### config.mk
export PLATFORM = sky130hd
export DESIGN_NAME = hazard_controller
export DESIGN_NICKNAME = d
export VERILOG_FILES = /design/src/rtl/hazard_controller.sv
export SDC_FILE = /design/constraint.sdc
export NUM_CORES = 1
export LEC_CHECK = 0
export CORE_AREA = 2 2 54 51
export DETAILED_ROUTE_END_ITERATION = 12
export DIE_AREA = 0 0 56 53
export DONT_BUFFER_PORTS = 1
export PLACE_DENSITY_LB_ADDON = 0.1
export SLEW_MARGIN = 20
export SYNTH_ARGS = -nofsm -noshare
export SYNTH_HDL_FRONTEND = slang
export SYNTH_SLANG_ARGS = --single-unit
### constraint.sdc
create_clock -name clk -period 2.45 [get_ports clk]
set_input_delay 0.3675 -clock clk [delete_from_list [all_inputs] [get_ports clk]]
set_output_delay 0.3675 -clock clk [all_outputs]
set_load 0.02 [all_outputs]
### src/rtl/hazard_controller.sv
// Pipeline hazard controller: load-use stalls, branch flushes and data-memory
// hold with a watchdog FSM. Optional perf counters under HAZARD_PERF_CNT_EN.
module hazard_controller #(
  parameter int unsigned MEM_TIMEOUT = 255
) (
  input  logic        clk,
  input  logic        rst_n,
  input  logic [6:0]  opcode_ID,
  input  logic [4:0]  rs1_ID,
  input  logic [4:0]  rs2_ID,
  input  logic        memread_EX,
  input  logic [4:0]  rd_EX,
  input  logic        branch_taken_EX,
  input  logic        dmem_req_MEM,
  input  logic        dmem_ready,
  output logic        pc_write,
  output logic        IF_ID_write,
  output logic        IF_ID_flush,
  output logic        ID_EX_bubble,
  output logic        pipe_hold,
  output logic        mem_timeout,
  output logic [1:0]  state,
  output logic [15:0] lu_stall_cnt,
  output logic [15:0] flush_cnt,
  output logic [15:0] mem_wait_cnt
);

  // state    | meaning
  // RUN      | normal flow, no outstanding memory wait
  // MEM_WAIT | data access outstanding, counting hold cycles
  // TIMEOUT  | memory hung, core frozen until reset
  typedef enum logic [1:0] {
    ST_RUN      = 2'b00,
    ST_MEM_WAIT = 2'b01,
    ST_TIMEOUT  = 2'b10
  } state_t;

  localparam logic [7:0] TMO     = MEM_TIMEOUT[7:0];
  localparam logic       TMO_ONE = (MEM_TIMEOUT == 1);

  state_t     state_q, state_d;
  logic [7:0] wait_cnt_q, wait_cnt_d;
  logic [7:0] wait_inc;
  logic       uses_rs1, uses_rs2;
  logic       load_use;
  logic       hold;

  always_comb begin
    uses_rs1 = 1'b0;
    uses_rs2 = 1'b0;
    case (opcode_ID)
      7'b0110011, 7'b0100011, 7'b1100011: begin
        uses_rs1 = 1'b1;
        uses_rs2 = 1'b1;
      end
      7'b0000011, 7'b0010011, 7'b1100111: uses_rs1 = 1'b1;
      default: ;
    endcase
  end

  assign load_use = memread_EX && (rd_EX != 5'd0) &&
                    ((uses_rs1 && (rd_EX == rs1_ID)) ||
                     (uses_rs2 && (rd_EX == rs2_ID)));

  assign hold = ((state_q == ST_RUN) && dmem_req_MEM && !dmem_ready) ||
                ((state_q == ST_MEM_WAIT) && !dmem_ready) ||
                (state_q == ST_TIMEOUT);

  assign wait_inc = wait_cnt_q + 8'd1;

  always_comb begin
    state_d      = state_q;
    wait_cnt_d   = wait_cnt_q;
    pc_write     = 1'b1;
    IF_ID_write  = 1'b1;
    IF_ID_flush  = 1'b0;
    ID_EX_bubble = 1'b0;
    pipe_hold    = 1'b0;

    case (state_q)
      ST_RUN: begin
        if (dmem_req_MEM && !dmem_ready) begin
          wait_cnt_d = 8'd1;
          state_d    = TMO_ONE ? ST_TIMEOUT : ST_MEM_WAIT;
        end
      end
      ST_MEM_WAIT: begin
        if (dmem_ready) begin
          state_d    = ST_RUN;
          wait_cnt_d = 8'd0;
        end else if (wait_inc == TMO) begin
          state_d = ST_TIMEOUT;
        end else begin
          wait_cnt_d = wait_inc;
        end
      end
      ST_TIMEOUT: ;
      default: begin
        state_d    = ST_RUN;
        wait_cnt_d = 8'd0;
      end
    endcase

    // Hold outranks everything: EX is frozen, so branch/load-use re-present later.
    if (hold) begin
      pc_write    = 1'b0;
      IF_ID_write = 1'b0;
      pipe_hold   = 1'b1;
    end else if (branch_taken_EX) begin
      IF_ID_flush  = 1'b1;
      ID_EX_bubble = 1'b1;
    end else if (load_use) begin
      pc_write     = 1'b0;
      IF_ID_write  = 1'b0;
      ID_EX_bubble = 1'b1;
    end
  end

  always_ff @(posedge clk or negedge rst_n) begin
    if (!rst_n) begin
      state_q    <= ST_RUN;
      wait_cnt_q <= 8'd0;
    end else begin
      state_q    <= state_d;
      wait_cnt_q <= wait_cnt_d;
    end
  end

  assign state       = state_q;
  assign mem_timeout = (state_q == ST_TIMEOUT);

`ifdef HAZARD_PERF_CNT_EN
  logic lu_evt, flush_evt, wait_evt;

  assign lu_evt    = !hold && !branch_taken_EX && load_use;
  assign flush_evt = !hold && branch_taken_EX;
  assign wait_evt  = hold && (state_q != ST_TIMEOUT);

  always_ff @(posedge clk or negedge rst_n) begin
    if (!rst_n) begin
      lu_stall_cnt <= 16'd0;
      flush_cnt    <= 16'd0;
      mem_wait_cnt <= 16'd0;
    end else begin
      if (lu_evt)    lu_stall_cnt <= lu_stall_cnt + 16'd1;
      if (flush_evt) flush_cnt    <= flush_cnt + 16'd1;
      if (wait_evt)  mem_wait_cnt <= mem_wait_cnt + 16'd1;
    end
  end
`else
  assign lu_stall_cnt = 16'd0;
  assign flush_cnt    = 16'd0;
  assign mem_wait_cnt = 16'd0;
`endif

endmodule

---- Word level (Yosys, flattened, before mapping) ----
Index checks and enable logic that the tools add are counted.
storage, ports and cells
  register bits ........................... 10
  latch bits .............................. 0
  RAM bits ................................ 0
  bits in read-only memories .............. 0
  word-level logic and storage cells ...... 55
  memories ................................ 0
operators by class
  $add $sub $neg .......................... 1
  multiply operators ...................... 0
  divide/modulo/power cells ............... 0
  $lt $le $gt $ge ......................... 0
  equality and inequality tests ........... 14
  shift-type cells ........................ 0
  mux-type cells .......................... 19
  bitwise operators ....................... 1
  reduce and logical (&&, ||, !) cells .... 18
operator list
  kind                 count
  $mux 8               3
  $pmux 8 s3           1
  $eq 7x6->1 const B   2
  $eq 7x7->1 const B   2
  $mux 1               11
  $eq 5x5->1           2
  $add 8x1->8 const B  1
  $eq 8x8->1 const B   1
  $logic_and 1x1->1    8
  $eq 7x2->1 const B   1
  $eq 7x5->1 const B   1
  $mux 2               3
  $pmux 2 s3           1
  $reduce_and 3->1     2
  $reduce_or 6->1      1
  $reduce_bool 5->1    1
  $logic_or 1x1->1     3
  $ne 3x2->1 const B   1
  $ne 3x3->1 const B   1
  $reduce_or 3->1      1
  $eq 2x1->1 const B   1
  $eq 2x2->1 const B   1
  $logic_not 2->1      1
  $ne 2x1->1 const B   1
  2 further kinds      2

---- Longest topological paths before layout ----
Gate-level depths: netlist of the first run.
  word-level depth ........................ 9
  depth in mapped cells ................... 8
  mapped depth without buffers ............ 7

---- Worst setup path before layout of the first run ----
OpenSTA, ideal clock, no wires.
  path type ............................... register to output
  from .................................... register state_q[0] (netlist: state[0])
  to ...................................... output ID_EX_bubble
  arrival ................................. 1.618 ns
  required time ........................... 2.082 ns
  path slack .............................. 0.465 ns
  cell stages (with the launch flop) ...... 5
  buffers on the path ..................... 0
  path through ............................ dfrtp_1 o21ai_0 and2_1 inv_1 o31ai_1
between the ends
  longest elaborated chain between the ends .. 6
  elaborated cells between the ends (all ways) .. 9
ends and longest elaborated chain
  element                          line  RTL
  from (decl)                      41    state_t state_q, state_d;
  from (signal assigned)           124   state_q <= state_d;
  $logic_not 2->1                  65    assign hold = ((state_q == ST_RUN) && dmem_req_MEM && !dmem_ready) ||
  $logic_and 1x1->1 (2 in series)  65
  $logic_or 1x1->1                 65
  $logic_or 1x1->1 (*)             66    ((state_q == ST_MEM_WAIT) && !dmem_ready) ||
  $mux 1 (*)                       105   if (hold) begin
  to (decl)                        19    output logic ID_EX_bubble,
Mark *: on every way between the ends. The rest lies on a longest branch, timed or not.

---- Final worst setup path of the first run ----
  from .................................... register state_q[1] (netlist: state[1])
  to ...................................... output ID_EX_bubble
The elaborated chain is that of the path after synthesis.

==> qor.yml, run 1 <==
arrival_ns: 1.85
critPathLaunch: "state[1]$_DFFE_PN0P_"
cts_sinks: 10
timing.fmax_mhz: 452
io_buffers: 0
rsz0062_at_grt: "no"
hpwlAfterDp_mm: 1.78
p_per_area_mw_per_mm2: 423
synth-simple-area-share_pct: 15.3
htreeDepth: 1
start_kind: "register"
tritoncts: "built"
antennaDiodeCount: 0
worstSetupEndpoint: "ID_EX_bubble"
routed_wl_mm: 2.15
ctsRootBufferMaster: "clkbuf_4"
final_cell_mix: "conb_1, nand2_1, dfrtp_1"
slew_headroom_pct: 62.2
cts_buffer_depth: 2
grtUsageTotal_pct: 13.5
synth-edff-count: 0
grt_pass1_vias: 729
leakage_nw: 0.522
cap_violations: 0
die_area_mm2: 0.00297
gp_congestion: 0.764
rr_worst_depth: 7
pin_count: 84
rr_startpoint: "wait_cnt_q[0]$_DFFE_PN0P_"
areaGrowthSynthToFinish_pct: -11.5
vias: 834
drt.antenna.violating_nets: 0
rrSetupSlack_ns: 0.64
die_w_um: 56
slew_viol_final: 0
die_y_um: 53
ys_seq_area_share_pct: 21.6
coreArea_mm2: 0.00238
post_route_cells_drive_above_1_share_pct: 6.90
finalSetupViolations: 0
layout_min_cycle_time_ns: 2.21
cp_max_fo: 7
synth_compound_area_share_pct: 15.6
irDropWorstVdd_mv: 0.268
syn-instance-count: 145
critical_path_required_ns: 2.08
wl_per_cell_um: 12.5
clkLatencyLatePin_ns: 0.26
grt.overflow.total: 0
synth_top_family_by_area: "buffers and inverters"
via_per_inst: 4.82
drt_iter0_drc: 18
synthMuxAreaShare_pct: 0
hold_class: "input pin to register"
synthArstFlopShare_pct: 100
cts_buffers: 3
drc: 0
ys.flop_type: "dfrtp_1"
status: "completed"
nets: 177
synthAdderAreaFrac_pct: 2.16
finalSetupTns_ns: 0
tightest_slew_ns: 0.566
grt_pass1_wl_mm: 3.13
crit_path_end_kind: "output pin"
hold_violations: 0
dpl_cell_area_um2: 992
initial_core_util_pct: 48.7
hold_depth: 3
rr_endpoint: "wait_cnt_q[3]$_DFFE_PN0P_"
design_area_mm2: 0.00103
synthDistinctLibCells: 36
crit_type: "register to output pin"
synthesis.area_mm2: 0.00116
synthXorXnorAreaFrac_pct: 9.05
clk_pin_slew_ns: 0.06
ys.warnings.count: 0
mostFrequentLayoutCell: "conb_1"
synth_area_per_cell_um2: 8.01
rows: 17
grt_max_degree: 11
fin_skew_ns: 0.000489
n_fill_cell: 252
antenna_found_initial: 0
drtPass1Iterations: 4
layout_worst_path_cycle_share_pct: 90.4
synth_seq_cells: 10
==> stage by stage <==
step | setup slack [ns] | util, % | instances | hold slack, ns | power, mW
final | 0.236 | 43.1 | 173 | 0.355 | 0.435
after global routing | 0.103 | 43.1 | 173 | 0.354 | 0.461
after CTS | 0.136 | 43.0 | 173 | 0.344 | 0.441
after detailed placement | 0.442 | 41.6 | 169 | 0.0723 | 0.321
after global placement | 0.484 | 41.6 | 169 | 0.0722 | 0.320
after floorplan | 0.465 | - | 192 | 0.0719 | 0.366
==> Yosys cell counts (all sizes together) (2+ instances only) <==
| library cell | count | area (um^2) |
|---|---|---|
| ha | 2 | 25.0 |
| dfrtp | 10 | 250 |
| nand3 | 6 | 30.0 |
| a31oi | 2 | 12.5 |
| nor2 | 4 | 15.0 |
| inv | 8 | 30.0 |
| o21ai | 8 | 40.0 |
| a21oi | 4 | 20.0 |
| clkbuf | 2 | 8.75 |
| nor4 | 4 | 25.0 |
| xnor2 | 3 | 26.3 |
| buf | 50 | 379 |
| xor2 | 9 | 78.8 |
| o31ai | 4 | 30.0 |
| and2 | 2 | 12.5 |
| nand2 | 11 | 43.8 |
==> worst min path at each step <==
stage          slack, ns          from                   endpoint
2_1_floorplan       0.07         rst_n       state[0]$_DFFE_PN0P_
3_3_place_gp        0.07         rst_n  wait_cnt_q[6]$_DFFE_PN0P_
3_5_place_dp        0.07         rst_n  wait_cnt_q[6]$_DFFE_PN0P_
4_1_cts             0.34  dmem_req_MEM  wait_cnt_q[0]$_DFFE_PN0P_
5_1_grt             0.35  dmem_req_MEM  wait_cnt_q[0]$_DFFE_PN0P_
6_report            0.35    dmem_ready       state[0]$_DFFE_PN0P_
==> cells by family (layout without fill, tap and decap cells) <==
logic type      after synthesis  in the layout
compound gates               27             27
xor+xnor                     12             12
fa+ha+maj                     2              2
buf+inv                      60             13
flops                        10             10
other cells                   1             48
simple gates                 33             33
==> where the power goes <==
group,switching [mW],total [mW],internal (mW)
Clock,0.0535,0.110,0.0566
Sequential,0.0145,0.187,0.172
Combinational,0.108,0.137,0.0294
Total,0.176,0.435,0.259
==> critical path, cell delays in order (launching register included) <==
cell and delay, ns:
dfrtp_1 0.47, nor2_2 0.28, o21ai_0 0.17, and2_1 0.22
inv_1 0.18, o31ai_1 0.11, buf_4 0.16
==> layer usage <==
layer,GRT usage (%),vias to the layer above,routed length [um]
met1,14.1,395,809
met4,5.16,0,0
li1,-,395,-
met5,0,-,0
met3,2.93,0,178
met2,26.7,44,1170
==> flip-flops by register name, indices dropped and copies added (netlist names) <==
| signal | flops |
|---|---|
| wait_cnt_q | 8 |
| state | 2 |
==> cell type report <==
| class | instances | area (um^2) | area share, % |
|---|---|---|---|
| flip-flops and latches | 10 | 250 | 24.4 |
| repair buffers | 2 | 17.5 | 1.71 |
| clock buffers | 3 | 22.5 | 2.19 |
| inverters | 8 | 30.0 | 2.92 |
| well taps | 28 | 35.0 | 3.41 |
| multi-input cells | 122 | 672 | 65.4 |
==> repair_timing <==
| action | in CTS | in global routing |
|---|---|---|
| endpoints found under the hold margin | 10 | 0 |
| resized for setup | 0 | 1 |
| hold buffers | 1 | 0 |
| setup endpoints to repair | 0 | 1 |
| setup buffers | 0 | 0 |
(Power assumes the default switching activity.)
==> inputs of run 2 (changes only) <==
--- a/config.mk
+++ b/config.mk
@@ -5,9 +5,11 @@
 export SDC_FILE = /design/constraint.sdc
 export NUM_CORES = 1
 export LEC_CHECK = 0
-export CORE_AREA = 2 2 54 51
+export CELL_PAD_IN_SITES_DETAIL_PLACEMENT = 0
+export CELL_PAD_IN_SITES_GLOBAL_PLACEMENT = 1
+export CORE_AREA = 2 2 59 55
 export DETAILED_ROUTE_END_ITERATION = 12
-export DIE_AREA = 0 0 56 53
+export DIE_AREA = 0 0 61 57
 export DONT_BUFFER_PORTS = 1
 export PLACE_DENSITY_LB_ADDON = 0.1
 export SLEW_MARGIN = 20
==> run 2 against run 1 <==
Compared with the run above: maximum frequency is 2.0% lower; design area is 2.2% higher; global-route usage shrank 1.5 points; sequential cell count is the same; critical endpoint unchanged; combinational power about the same; non-clock buffer count increased by 1; register-to-register slack gained 0.02 ns; via count down 4.7%; cell count rose by 8.7%; total power grew 0.11%.
==> qor.yml, run 2 (synthesis results as in run 1) <==
grt_pass1_vias: 693  # was 729
cts_buffers: 3  # unchanged
route.met2.wl_um: 989  # was 1.17 mm
clkPwrFrac_pct: 25.5  # was 25.3%
rr_endpoint: "wait_cnt_q[3]$_DFFE_PN0P_"  # unchanged
final_cell_mix: "conb_1, nand2_1, dfrtp_1"  # unchanged
fin_skew_ns: 0.00423  # was 0.000489 ns
io_buffers: 0  # unchanged
irDropWorstVdd_mv: 0.234  # was 0.268 mV
cts_sinks: 10  # unchanged
post_route_cells_drive_above_1_share_pct: 6.85  # was 6.90%
tightest_slew_ns: 0.550  # was 0.566 ns
crit_top_cell: "buf_4"
finalSetupTns_ns: 0  # unchanged
cts_resized: 0  # unchanged
cap_violations: 0  # unchanged
rr_worst_depth: 7  # unchanged
coreArea_mm2: 0.00292  # was 0.00238 mm^2
grt_pass1_wl_mm: 3.14  # was 3.13 mm
hold_class: "input pin to register"  # unchanged
antenna_found_initial: 0  # unchanged
m1WireLength_um: 851  # was 809 um
drt_iter0_drc: 40  # was 18
largest-register: "wait_cnt_q"  # unchanged
grtUsageTotal_pct: 12.0  # was 13.5%
power_frac_seq_pct: 42.9  # was 43.0%
clkLatencyLatePin_ns: 0.26  # about the same
wl_met3_um: 146  # was 178 um
largest_register_ffs: 8  # unchanged
crit_path_end_kind: "output pin"  # unchanged
pin_count: 84  # unchanged
die_y_um: 57  # was 53 um
mostFrequentLayoutCell: "conb_1"  # unchanged
drc: 0  # unchanged
rsz0062_at_grt: "no"  # unchanged
layout_min_cycle_time_ns: 2.26  # was 2.21 ns
start_kind: "register"  # unchanged
antennaDiodeCount: 0  # unchanged
ctsRootBufferMaster: "clkbuf_4"  # unchanged
place_ws_ns: 0.463  # was 0.442 ns
vias: 795  # was 834
hpwlAfterDp_mm: 1.65  # was 1.78 mm
p_switching_mw: 0.175  # was 0.176 mW
p_per_area_mw_per_mm2: 414  # was 423 mW/mm^2
routed.top_layer: "met4"  # was met3
htreeDepth: 1  # unchanged
critPathSlowestCell: "dfrtp_1"  # unchanged
die_area_mm2: 0.00348  # was 0.00297 mm^2
critPathLaunch: "state[1]$_DFFE_PN0P_"  # unchanged
grt.overflow.total: 0  # unchanged
rrSetupSlack_ns: 0.66  # was 0.64 ns
slowest_delay_ns: 0.48  # was 0.47 ns
rows: 19  # was 17
design_area_mm2: 0.00105  # was 0.00103 mm^2
gp_congestion: 0.728  # was 0.764
via_per_inst: 4.23  # was 4.82
die_w_um: 61  # was 56 um
wl_per_cell_um: 10.7  # was 12.5 um
tritoncts: "built"  # unchanged
cp_max_fo: 7  # unchanged
path_cells: "nor2_1 > buf_4 > o21ai_0 > and2_1 > inv_1 > o31ai_1 > buf_4"  # was nor2_2 > o21ai_0 > and2_1 > inv_1 > o31ai_1 > buf_4
dpl_cell_area_mm2: 0.00102  # was 992 um^2
worstSetupEndpoint: "ID_EX_bubble"  # unchanged
initial_core_util_pct: 39.7  # was 48.7%
crit_type: "register to output pin"  # unchanged
drt.antenna.violating_nets: 0  # unchanged
p_int_mw: 0.260  # was 0.259 mW
routed_wl_mm: 2.01  # was 2.15 mm
areaGrowthSynthToFinish_pct: -9.59  # was -11.5%
status: "completed"  # unchanged
grt_max_degree: 11  # unchanged
finalSetupViolations: 0  # unchanged
worst_slack_ns: 0.191  # was 0.236 ns
timing.fmax_mhz: 443  # was 452 MHz
critical_path_required_ns: 2.08  # about the same
nets: 178  # was 177
p_sw_share_pct: 40.3  # was 40.5%
rr_startpoint: "wait_cnt_q[0]$_DFFE_PN0P_"  # unchanged
leakage_nw: 0.527  # was 0.522 nW
clk_pin_slew_ns: 0.06  # about the same
hold_violations: 0  # unchanged
slew_headroom_pct: 63.3  # was 62.2%
drtPass1Iterations: 4  # unchanged
power_frac_comb_pct: 31.6  # about the same
cts_buffer_depth: 2  # unchanged
layout_worst_path_cycle_share_pct: 92.2  # was 90.4%
arrival_ns: 1.89  # was 1.85 ns
slew_viol_final: 0  # unchanged
## run 2: cell count changes in the layout (fill, tap and decap cells not counted)
cell	before	now
nor2_2	1	0
buf_4	1	2
nor2_1	3	4
## run 2: power groups by stage
stage	Combinational (mW)	Clock, mW	Sequential (mW)
floorplan	0.180	0	0.186
global placement	0.132	0	0.189
detailed placement	0.131	0	0.190
CTS	0.137	0.119	0.186
global route	0.151	0.130	0.188
finish	0.137	0.111	0.187
## run 2: area by class of cell
class                      instances  area, um^2
multi-input combinational        122         669
sequential                        10         250
tap                               42        52.6
timing repair buffer               3        25.0
clock buffer                       3        22.5
fill                             315        1870
inverter                           8        30.0
## run 2: how the worst min path moves through the flow
stage                             from                         to  slack, ns  depth (start not counted)
after floorplan                  rst_n       state[0]$_DFFE_PN0P_       0.07                          0
after global placement           rst_n  wait_cnt_q[6]$_DFFE_PN0P_       0.07                          0
after detailed placement         rst_n  wait_cnt_q[6]$_DFFE_PN0P_       0.07                          0
after CTS                 dmem_req_MEM  wait_cnt_q[0]$_DFFE_PN0P_       0.34                          2
after global routing      dmem_req_MEM  wait_cnt_q[0]$_DFFE_PN0P_       0.37                          2
final                     dmem_req_MEM  wait_cnt_q[0]$_DFFE_PN0P_       0.35                          2
## run 2: worst max-delay path: cells and delay by family, from the launching register on
kind | cells | cell delay [ns]
buf+inv | 3 | 0.48
flops | 1 | 0.48
compound gates | 2 | 0.39
simple gates | 2 | 0.28
## run 2: metal layers
metal,vias up,track usage [%]
met4,0,3.73
met3,2,4.31
met2,38,18.4
met5,-,0
met1,360,15.6
li1,395,-
## run 2: timing repair
| action | 4_1_cts | 5_1_grt |
|---|---|---|
| hold endpoints to repair | 10 | 0 |
| hold buffers | 1 | 0 |
| setup buffers | 0 | 0 |
## run 2: through the flow
stage | hold slack, ns | total power [mW] | utilization [%] | std cells
finish | 0.354 | 0.435 | 35.9 | 188
global route | 0.368 | 0.469 | 35.9 | 188
CTS | 0.343 | 0.442 | 35.9 | 188
detailed placement | 0.0721 | 0.321 | 34.8 | 184
global placement | 0.0721 | 0.321 | 34.8 | 184
floorplan | 0.0719 | 0.366 | - | 192
==> inputs of run 3 (changes only) <==
--- a/config.mk
+++ b/config.mk
@@ -7,9 +7,9 @@
 export LEC_CHECK = 0
 export CELL_PAD_IN_SITES_DETAIL_PLACEMENT = 0
 export CELL_PAD_IN_SITES_GLOBAL_PLACEMENT = 1
-export CORE_AREA = 2 2 59 55
+export CORE_AREA = 2 2 60 57
 export DETAILED_ROUTE_END_ITERATION = 12
-export DIE_AREA = 0 0 61 57
+export DIE_AREA = 0 0 62 59
 export DONT_BUFFER_PORTS = 1
 export PLACE_DENSITY_LB_ADDON = 0.1
 export SLEW_MARGIN = 20
==> run 3 against run 2 <==
Compared with the run above: worst hold slack worse by 0.016 ns; critical path depth is 2 lower; maximum frequency is 1.4% higher; global-route usage is 0.94 points lower; critical path type unchanged; clock skew hardly changed; design area is 0.48% lower.
==> qor.yml, run 3 (synthesis results as in run 1) <==
dpl_cell_area_mm2: 0.00101  # was 0.00102 mm^2
hold_slack_ns: 0.338  # was 0.354 ns
grt_pass1_vias: 680  # was 693
worst_slack_ns: 0.222  # was 0.191 ns
drtPass1Iterations: 5  # was 4
grt.overflow.total: 0  # unchanged
final_cell_mix: "conb_1, nand2_1, dfrtp_1"  # unchanged
p_int_mw: 0.258  # was 0.260 mW
post_cts_buffers: 0  # unchanged
power_frac_comb_pct: 31.3  # was 31.6%
finalSetupTns_ns: 0  # unchanged
cts_buffer_depth: 2  # unchanged
largest_register_ffs: 8  # unchanged
gp_congestion: 0.777  # was 0.728
grt_pass1_wl_mm: 3.04  # was 3.14 mm
hold_class: "input pin to register"  # unchanged
place_ws_ns: 0.444  # was 0.463 ns
arrival_ns: 1.86  # was 1.89 ns
crit_family: "compound AO/OA/AOI/OAI gates"  # was buffers and inverters
status: "completed"  # unchanged
hpwlAfterDp_mm: 1.73  # was 1.65 mm
coreArea_mm2: 0.00297  # was 0.00292 mm^2
io_buffers: 0  # unchanged
htreeDepth: 1  # unchanged
cap_violations: 0  # unchanged
clk_pin_slew_ns: 0.06  # about the same
via_per_inst: 4.44  # was 4.23
wl_per_cell_um: 11.3  # was 10.7 um
hold_violations: 0  # unchanged
fin_skew_ns: 0.00408  # was 0.00423 ns
layout_worst_path_cycle_share_pct: 90.9  # was 92.2%
critPathSlowestCell: "dfrtp_1"  # unchanged
finalSetupViolations: 0  # unchanged
crit_path_end_kind: "output pin"  # unchanged
slowest_delay_ns: 0.52  # was 0.48 ns
p_sw_share_pct: 40.5  # was 40.3%
design_area_mm2: 0.00104  # was 0.00105 mm^2
power_frac_seq_pct: 42.8  # was 42.9%
final_cells: 187  # was 188
drc: 0  # unchanged
fin_util_pct: 35.2  # was 35.9%
grtUsageTotal_pct: 11.0  # was 12.0%
slew_headroom_pct: 62.0  # was 63.3%
rows: 19  # unchanged
critical_path_required_ns: 2.08  # about the same
crit_type: "register to output pin"  # unchanged
die_w_um: 62  # was 61 um
largest-register: "wait_cnt_q"  # unchanged
timing.fmax_mhz: 449  # was 443 MHz
pin_count: 84  # unchanged
slew_viol_final: 0  # unchanged
dpl.cell_count: 183  # was 184
drt_iter0_drc: 43  # was 40
nets: 177  # was 178
p_per_area_mw_per_mm2: 416  # was 414 mW/mm^2
antenna_found_initial: 0  # unchanged
worst-path-buf-inv: 2  # was 3
cts_sinks: 10  # unchanged
irDropWorstVdd_mv: 0.128  # was 0.234 mV
antennaDiodeCount: 0  # unchanged
die_area_mm2: 0.00366  # was 0.00348 mm^2
cp_max_fo: 9  # was 7
path_cells: "o21ai_0 > and2_1 > inv_1 > o31ai_1 > buf_4"  # was nor2_1 > buf_4 > o21ai_0 > and2_1 > inv_1 > o31ai_1 > buf_4
clkPwrFrac_pct: 25.8  # was 25.5%
initial_core_util_pct: 39.1  # was 39.7%
grt_max_degree: 11  # unchanged
tritoncts: "built"  # unchanged
areaGrowthSynthToFinish_pct: -10.0  # was -9.59%
drt.antenna.violating_nets: 0  # unchanged
routed_wl_mm: 2.12  # was 2.01 mm
rsz0062_at_grt: "no"  # unchanged
layout_min_cycle_time_ns: 2.23  # was 2.26 ns
p_switching_mw: 0.176  # was 0.175 mW
die_y_um: 59  # was 57 um
finalPower_mw: 0.434  # was 0.435 mW
clkLatencyLatePin_ns: 0.26  # about the same
vias: 830  # was 795
ctsRootBufferMaster: "clkbuf_4"  # unchanged
post_route_cells_drive_above_1_share_pct: 6.90  # was 6.85%
cts_buffers: 3  # unchanged
tightest_slew_ns: 0.571  # was 0.550 ns
mostFrequentLayoutCell: "conb_1"  # unchanged
leakage_nw: 0.522  # was 0.527 nW
start_kind: "register"  # unchanged
-- run 3: cell count changes in the layout (fill, tap and decap cells not counted), sizes merged --
cell and change:
buf -1
-- run 3: what timing repair did --
action                                  CTS  global route
hold endpoints to repair                 10             0
endpoints found under the setup margin    0             1
hold buffers                              1             0
gates resized for setup                   0             1
-- run 3: final timing paths --
path / to / startpoint / slack [ns] / cells past startpoint
hold reg to reg: wait_cnt_q[6]$_DFFE_PN0P_ / wait_cnt_q[6]$_DFFE_PN0P_ / 0.50 / 1
setup / recovery: ID_EX_bubble / state[0]$_DFFE_PN0P_ / 0.22 / 5
max in group asynchronous: state[1]$_DFFE_PN0P_ / rst_n / 1.63 / 1
hold / removal: state[0]$_DFFE_PN0P_ / dmem_ready / 0.34 / 3
min in group asynchronous: wait_cnt_q[6]$_DFFE_PN0P_ / rst_n / 0.50 / 1
setup reg to reg: wait_cnt_q[3]$_DFFE_PN0P_ / wait_cnt_q[0]$_DFFE_PN0P_ / 0.65 / 7
-- run 3: power by group through the flow --
stage          clock [mW]  combinational (mW)  sequential, mW
2_1_floorplan           0               0.180           0.186
3_3_place_gp            0               0.129           0.189
3_5_place_dp            0               0.130           0.189
4_1_cts             0.118               0.135           0.186
5_1_grt             0.127               0.151           0.188
6_report            0.112               0.136           0.186
-- run 3: layer usage --
layer / share of wire (%) / vias to the layer above / global-route usage [%]
met3: 9.0 / 2 / 1.75
met5: 0 / - / 0
li1: - / 396 / -
met1: 38 / 377 / 14.0
met4: 0.90 / 0 / 5.78
met2: 52 / 55 / 17.7
-- run 3: layout make-up --
type / instances / area (um^2)
Sequential cell: 10 / 250
Clock buffer: 3 / 22.5
Multi-Input combinational cell: 122 / 672
Fill cell: 310 / 1930
Timing Repair Buffer: 2 / 17.5
Inverter: 8 / 30.0
Tap cell: 42 / 52.6
-- run 3: worst min-delay path, cell delays in order --
cell     delay, ns
nor2_2        0.04
o21ai_0       0.10
a21oi_1       0.05
